`config.mk`:
```
export PLATFORM = sky130hd
export DESIGN_NAME = p_decoder_4to16_module_flat
export DESIGN_NICKNAME = d
export VERILOG_FILES = /design/src/rtl/bitsim_codec_pkg.sv /design/src/rtl/p_decoder_4to16_module_if.sv /design/src/rtl/p_decoder_4to16.sv /design/src/rtl/p_decoder_4to16_module.sv /design/src/flat_wrapper.sv
export SDC_FILE = /design/constraint.sdc
export NUM_CORES = 1
export LEC_CHECK = 0
export CAP_MARGIN = 20
export CORE_MARGIN = 2
export CORE_UTILIZATION = 40
export DETAILED_ROUTE_END_ITERATION = 8
export GPL_TIMING_DRIVEN = 1
export HOLD_SLACK_MARGIN = 0.12
export MAX_ROUTING_LAYER = met4
export SYNTH_ARGS = -nofsm -noshare
export SYNTH_HDL_FRONTEND = slang
export SYNTH_HIERARCHICAL = 1
export SYNTH_SLANG_ARGS = --single-unit
```
`constraint.sdc`:
```
create_clock -name clk -period 5.7 [get_ports clk]
set_input_delay 1.14 -clock clk [delete_from_list [all_inputs] [get_ports clk]]
set_output_delay 1.14 -clock clk [all_outputs]
set_load 0.005 [all_outputs]
```
`src/rtl/bitsim_codec_pkg.sv`:
```
// bitsim_codec_pkg: shared widths, decoder states and popcount for the bit-serial codec.
package bitsim_codec_pkg;
    localparam int MASK_W = 16;
    localparam int IDX_W = 4;
    typedef enum logic [1:0] {IDLE, ACC, PEND} dec_state_t;
    function automatic logic [4:0] popcount16(input logic [15:0] v);
        logic [4:0] c;
        c = '0;
        for (int i = 0; i < 16; i++) c = c + {4'd0, v[i]};
        return c;
    endfunction
endpackage

```
`src/rtl/p_decoder_4to16_module_if.sv`:
```
// p_decoder_4to16_module_if: index-beat input stream and assembled-word output stream.
interface p_decoder_4to16_module_if;
    import bitsim_codec_pkg::*;
    logic              in_valid;
    logic              in_ready;
    logic [IDX_W-1:0]  in_idx;
    logic              in_zero;
    logic              in_last;
    logic              out_valid;
    logic              out_ready;
    logic [MASK_W-1:0] out_mask;
    logic [4:0]        out_count;
    logic              dup_err;
    modport master (output in_valid, in_idx, in_zero, in_last, out_ready,
                    input in_ready, out_valid, out_mask, out_count, dup_err);
    modport slave (input in_valid, in_idx, in_zero, in_last, out_ready,
                   output in_ready, out_valid, out_mask, out_count, dup_err);
endinterface

```
`src/rtl/p_decoder_4to16.sv`:
```
// p_decoder_4to16: index to one-hot mask, index 0 maps to the MSB (encoder order).
module p_decoder_4to16
    import bitsim_codec_pkg::*;
(
    input  logic [IDX_W-1:0]  idx_i,
    output logic [MASK_W-1:0] onehot_o
);
    assign onehot_o = {1'b1, {(MASK_W-1){1'b0}}} >> idx_i;
endmodule

```
`src/rtl/p_decoder_4to16_module.sv`:
```
// p_decoder_4to16_module: rebuilds essential-bit masks and popcounts from index beats,
// with an accumulator plus output register acting as a one-word skid.
module p_decoder_4to16_module #(
    parameter int WIDTH = 16,
    parameter int IDX_W = 4
) (
    input logic clk,
    input logic reset,
    p_decoder_4to16_module_if.slave bus
);
    import bitsim_codec_pkg::*;
    if (WIDTH != MASK_W || IDX_W != $clog2(WIDTH)) begin : g_bad_width
        $error("p_decoder_4to16_module supports only a 16-bit mask");
    end
    dec_state_t       state_q, state_d;
    logic [WIDTH-1:0] acc_q, acc_d;
    logic [WIDTH-1:0] out_mask_q, out_mask_d;
    logic [4:0]       out_count_q, out_count_d;
    logic             out_valid_q, out_valid_d;
    logic             dup_q, dup_d;
    logic [WIDTH-1:0] onehot, new_bit, merged;
    logic             fire, slot_free;
    p_decoder_4to16 u_dec (
        .idx_i    (bus.in_idx),
        .onehot_o (onehot)
    );
    assign new_bit   = bus.in_zero ? '0 : onehot;
    assign merged    = acc_q | new_bit;
    assign fire      = bus.in_valid & (state_q != PEND);
    assign slot_free = !out_valid_q | bus.out_ready;
    // A zero beat without last falls out naturally as a non-last beat with no bit set.
    always_comb begin
        state_d     = state_q;
        acc_d       = acc_q;
        out_valid_d = out_valid_q & ~bus.out_ready;
        out_mask_d  = out_mask_q;
        out_count_d = out_count_q;
        dup_d       = 1'b0;
        if (state_q == PEND) begin
            if (slot_free) begin
                out_valid_d = 1'b1;
                out_mask_d  = acc_q;
                out_count_d = popcount16(acc_q);
                acc_d       = '0;
                state_d     = IDLE;
            end
        end else if (fire) begin
            dup_d = |(acc_q & new_bit);
            if (!bus.in_last) begin
                acc_d   = merged;
                state_d = ACC;
            end else if (slot_free) begin
                out_valid_d = 1'b1;
                out_mask_d  = merged;
                out_count_d = popcount16(merged);
                acc_d       = '0;
                state_d     = IDLE;
            end else begin
                acc_d   = merged;
                state_d = PEND;
            end
        end
    end
    always_ff @(posedge clk or negedge reset) begin
        if (!reset) begin
            state_q     <= IDLE;
            acc_q       <= '0;
            out_valid_q <= 1'b0;
            out_mask_q  <= '0;
            out_count_q <= '0;
            dup_q       <= 1'b0;
        end else begin
            state_q     <= state_d;
            acc_q       <= acc_d;
            out_valid_q <= out_valid_d;
            out_mask_q  <= out_mask_d;
            out_count_q <= out_count_d;
            dup_q       <= dup_d;
        end
    end
    assign bus.in_ready  = (state_q != PEND);
    assign bus.out_valid = out_valid_q;
    assign bus.out_mask  = out_mask_q;
    assign bus.out_count = out_count_q;
    assign bus.dup_err   = dup_q;
endmodule

```
`src/flat_wrapper.sv`:
```
// flat-port wrapper written by rule: the top's interface ports become plain ports
module p_decoder_4to16_module_flat import bitsim_codec_pkg::*;
#(
    parameter int WIDTH = 16,
    parameter int IDX_W = 4
)
  (clk, reset, bus_in_valid, bus_in_idx, bus_in_zero, bus_in_last, bus_out_ready, bus_in_ready, bus_out_valid, bus_out_mask, bus_out_count, bus_dup_err);
  p_decoder_4to16_module_if bus_i ();
  input logic clk;
  input logic reset;
  input wire logic [$bits(bus_i.in_valid)-1:0] bus_in_valid;
  input wire logic [$bits(bus_i.in_idx)-1:0] bus_in_idx;
  input wire logic [$bits(bus_i.in_zero)-1:0] bus_in_zero;
  input wire logic [$bits(bus_i.in_last)-1:0] bus_in_last;
  input wire logic [$bits(bus_i.out_ready)-1:0] bus_out_ready;
  output wire logic [$bits(bus_i.in_ready)-1:0] bus_in_ready;
  output wire logic [$bits(bus_i.out_valid)-1:0] bus_out_valid;
  output wire logic [$bits(bus_i.out_mask)-1:0] bus_out_mask;
  output wire logic [$bits(bus_i.out_count)-1:0] bus_out_count;
  output wire logic [$bits(bus_i.dup_err)-1:0] bus_dup_err;
  assign bus_i.in_valid = bus_in_valid;
  assign bus_i.in_idx = bus_in_idx;
  assign bus_i.in_zero = bus_in_zero;
  assign bus_i.in_last = bus_in_last;
  assign bus_i.out_ready = bus_out_ready;
  assign bus_in_ready = bus_i.in_ready;
  assign bus_out_valid = bus_i.out_valid;
  assign bus_out_mask = bus_i.out_mask;
  assign bus_out_count = bus_i.out_count;
  assign bus_dup_err = bus_i.dup_err;
  p_decoder_4to16_module #(.WIDTH(WIDTH), .IDX_W(IDX_W)) u_core (.clk(clk), .reset(reset), .bus(bus_i));
endmodule
```
==> results.tsv <==
stage	metric	value	unit
setup_path	cp_max_fo	16	
timing	max_clock_freq	189	MHz
logic_synthesis	async_flop_share	100	%
power_and_ir_drop	switching_share	29.3	%
power_and_ir_drop	p_switching	0.275	mW
global_routing	grt_pass1_vias	2135	
detailed_routing	detail-route-antenna-nets	0	
floorplan	fp.dieW	89.7	um
finish	drive_gt1_share	16.9	%
placed_design	port-buffer-count	33	
power_and_ir_drop	vdd_drop_max	0.116	mV
logic_synthesis	synth_cell_types	41	
floorplan	core_area	7180	um^2
global_routing	grt_usage	17.9	%
cts	cts.clk_slew.worst_paths	0.09	ns
setup_path	arrival	5.48	ns
cts	holdBufCountCts	0	
floorplan	initial_core_util	40.9	%
setup_path	crit_path_start_kind	primary input	
timing	finalCritPeriodShare	93.0	%
logic_synthesis	synth_fp_nets	344	
finish	nets	389	
finish	area_growth	21.8	%
placed_design	hpwl	4770	um
power_and_ir_drop	leakage	1.60	nW
logic_synthesis	synth.cell_area	2940	um^2
detailed_routing	vias	2240	
logic_synthesis	synth-edff-count	0	
power_and_ir_drop	clockPowerShare	29.6	%
detailed_routing	wire_per_inst	13.7	um
timing	finalCriticalPeriod	5.30	ns
setup_path	crit_type	primary input to flop	
logic_synthesis	synthCells	304	
global_routing	grt_start_max_net_pins	43	
cts	cts.sinks	41	
timing	worst_pin_slew	0.923	ns
floorplan	dieHeight	89.7	um
finish	final_cell_mix	inv_1 (51), a21oi_1 (46), dfrtp_1 (41)	
detailed_routing	drt_pass1_iterations	4	
cts	cts-buffers-inserted	5	
cts	cts_resized	0	
logic_synthesis	ys_seq_area_share	34.9	%
cts	clock_latency	0.30	ns
timing	maxSlewViolCount	0	
logic_synthesis	synth-seq-cells	41	
logic_synthesis	syn_area_per_cell	9.66	um^2
timing	finalHoldViolations	0	
logic_synthesis	ys_warn_count	6	
detailed_routing	drc	0	
power_and_ir_drop	pwr-share-seq	38.4	%
cts	cts_root_buf	clkbuf_8	
global_routing	globalRouteOverflowTotal	0	
power_and_ir_drop	combPwrFrac	32.0	%
timing	relSlewSlack	38.4	%
power_and_ir_drop	power_density	263	nW/um^2
setup_path	crit_required	5.87	ns
global_routing	antenna_found_initial	0	
finish	fin_util	49.9	%
placed_design	gp_congestion	0.877	
detailed_routing	viasPerCell	4.99	
logic_synthesis	yosys_most_used_dff	dfrtp_1	
status	status	complete, no violations	
cts	tritoncts	yes	
power_and_ir_drop	p_int	0.665	mW
timing	rsz0062_at_grt	false	
detailed_routing	wirelength	6130	um
finish	mostFrequentLayoutCell	inv_1	
floorplan	core.rowCount	31	
job	max-cap-violations	0	
cts	clock_path_buffers	2	
floorplan	ioPinCount	34	
min_path	min_path_type	flop to flop	
cts	cts_max_level	2	
floorplan	dieArea	8040	um^2
finish	num_antenna_cells	0	
timing	setup_violations	0	
timing	fin_skew	0.00944	ns
timing	fin_tns_setup	0	ns
global_routing	grt_pass1_wl	10500	um
detailed_routing	first_iter_violations	92	
setup_path	crit_path_end_kind	flop	
cts	postCtsSetupRepairBufs	0	
## worst max-delay path, stage by stage
cell and delay [ns]:
clkdlybuf4s50_1 0.46, buf_4 0.20, and4bb_2 0.25, a21oi_1 0.17
inv_1 0.08, fa_1 0.52, fa_1 0.54, inv_1 0.06
fa_1 0.49, inv_1 0.05, fa_1 0.48, ha_1 0.18
inv_1 0.06, fa_1 0.39, xnor2_1 0.14, o21ai_0 0.16
a21oi_1 0.08
## per-layer routing
metal / vias to the layer above / wire length (um) / track usage (%)
met1: 1080 / 2880 / 24.9
li1: 1112 / - / -
met5: - / 0 / -
met4: 0 / 101 / 5.97
met2: 42 / 2870 / 27.1
met3: 6 / 277 / 2.19
## power groups by stage
stage | sequential (mW) | combinational (mW) | clock [mW]
after global placement | 0.366 | 0.298 | 0
after CTS | 0.362 | 0.303 | 0.285
after detailed placement | 0.368 | 0.301 | 0
after floorplan | 0.368 | 0.165 | 0
final | 0.361 | 0.301 | 0.278
after global routing | 0.368 | 0.350 | 0.295
## kinds of logic after synthesis
family / count (synthesis) / share of synthesized area, %
AOI/OAI and AO/OA: 92 / 20.1
xor gates and xnor gates: 1 / 0.298
adders and majority gates: 30 / 17.9
and+or+nand+nor: 74 / 15.9
DFF: 41 / 34.9
muxes: 1 / 0.767
buffers and inverters: 65 / 10.1
## path summary, 6_finish.rpt
check                                       start                       to  slack [ns]  depth (start not counted)
setup / recovery                    bus_in_idx[1]  u_core/bus.out_count[2]        0.40                         17
hold / removal             u_core/bus.out_mask[8]   u_core/bus.out_mask[8]        0.52                          2
setup reg to reg                 u_core/acc_q[13]  u_core/bus.out_count[2]        1.67                         14
hold reg to reg            u_core/bus.out_mask[8]   u_core/bus.out_mask[8]        0.52                          2
max in group asynchronous                   reset   u_core/bus.out_mask[8]        4.14                          1
min in group asynchronous                   reset         u_core/acc_q[15]        0.98                          1
## registers in the layout, summed over array words and instances (netlist names)
signal,cells
u_core/bus.dup_err,1
u_core/bus.out_valid,1
u_core/state_q,2
u_core/acc_q,16
u_core/bus.out_mask,16
u_core/bus.out_count,5
## final cells by class
type | instances | area (um^2)
clock inverter | 3 | 65.1
multi-input combinational | 198 | 1610
fill | 693 | 3600
tap | 99 | 124
inverter | 52 | 200
clock buffer | 5 | 68.8
sequential | 41 | 1030
timing repair buffer | 51 | 480
## stage by stage
step	power (mW)	hold slack [ns]	instances	cell area (um^2)	worst slack, ns
3_5_place_dp	0.669	0.508	440	3420	0.0404
3_3_place_gp	0.664	0.497	440	3420	0.153
4_1_cts	0.950	0.526	448	3550	0.365
5_1_grt	1.01	0.547	449	3580	0.0899
6_report	0.940	0.518	449	3580	0.400
2_1_floorplan	0.533	0.503	304	2940	0.822
## synthesized netlist by cell type (2+ instances only)
cell / n / share of area, %
a21boi_0: 2 / 0.51
a21oi_1: 46 / 7.8
a21oi_2: 8 / 2.4
a221oi_1: 3 / 0.89
a22o_1: 3 / 0.89
a22oi_1: 2 / 0.51
a31oi_1: 3 / 0.64
and3b_1: 2 / 0.60
and4b_1: 4 / 1.4
and4bb_1: 2 / 0.85
and4bb_2: 4 / 1.7
buf_2: 3 / 0.51
buf_4: 6 / 1.5
buf_6: 3 / 1.2
dfrtp_1: 41 / 35
fa_1: 20 / 14
ha_1: 10 / 4.3
inv_1: 51 / 6.5
nand2_1: 23 / 2.9
nand3_1: 3 / 0.51
nor2_1: 20 / 2.6
nor2b_1: 3 / 0.64
nor4b_2: 4 / 2.0
o211ai_1: 2 / 0.51
o21ai_0: 10 / 1.7
o21ai_2: 10 / 3.0
or3_1: 2 / 0.43
(Power assumes the default switching activity.)
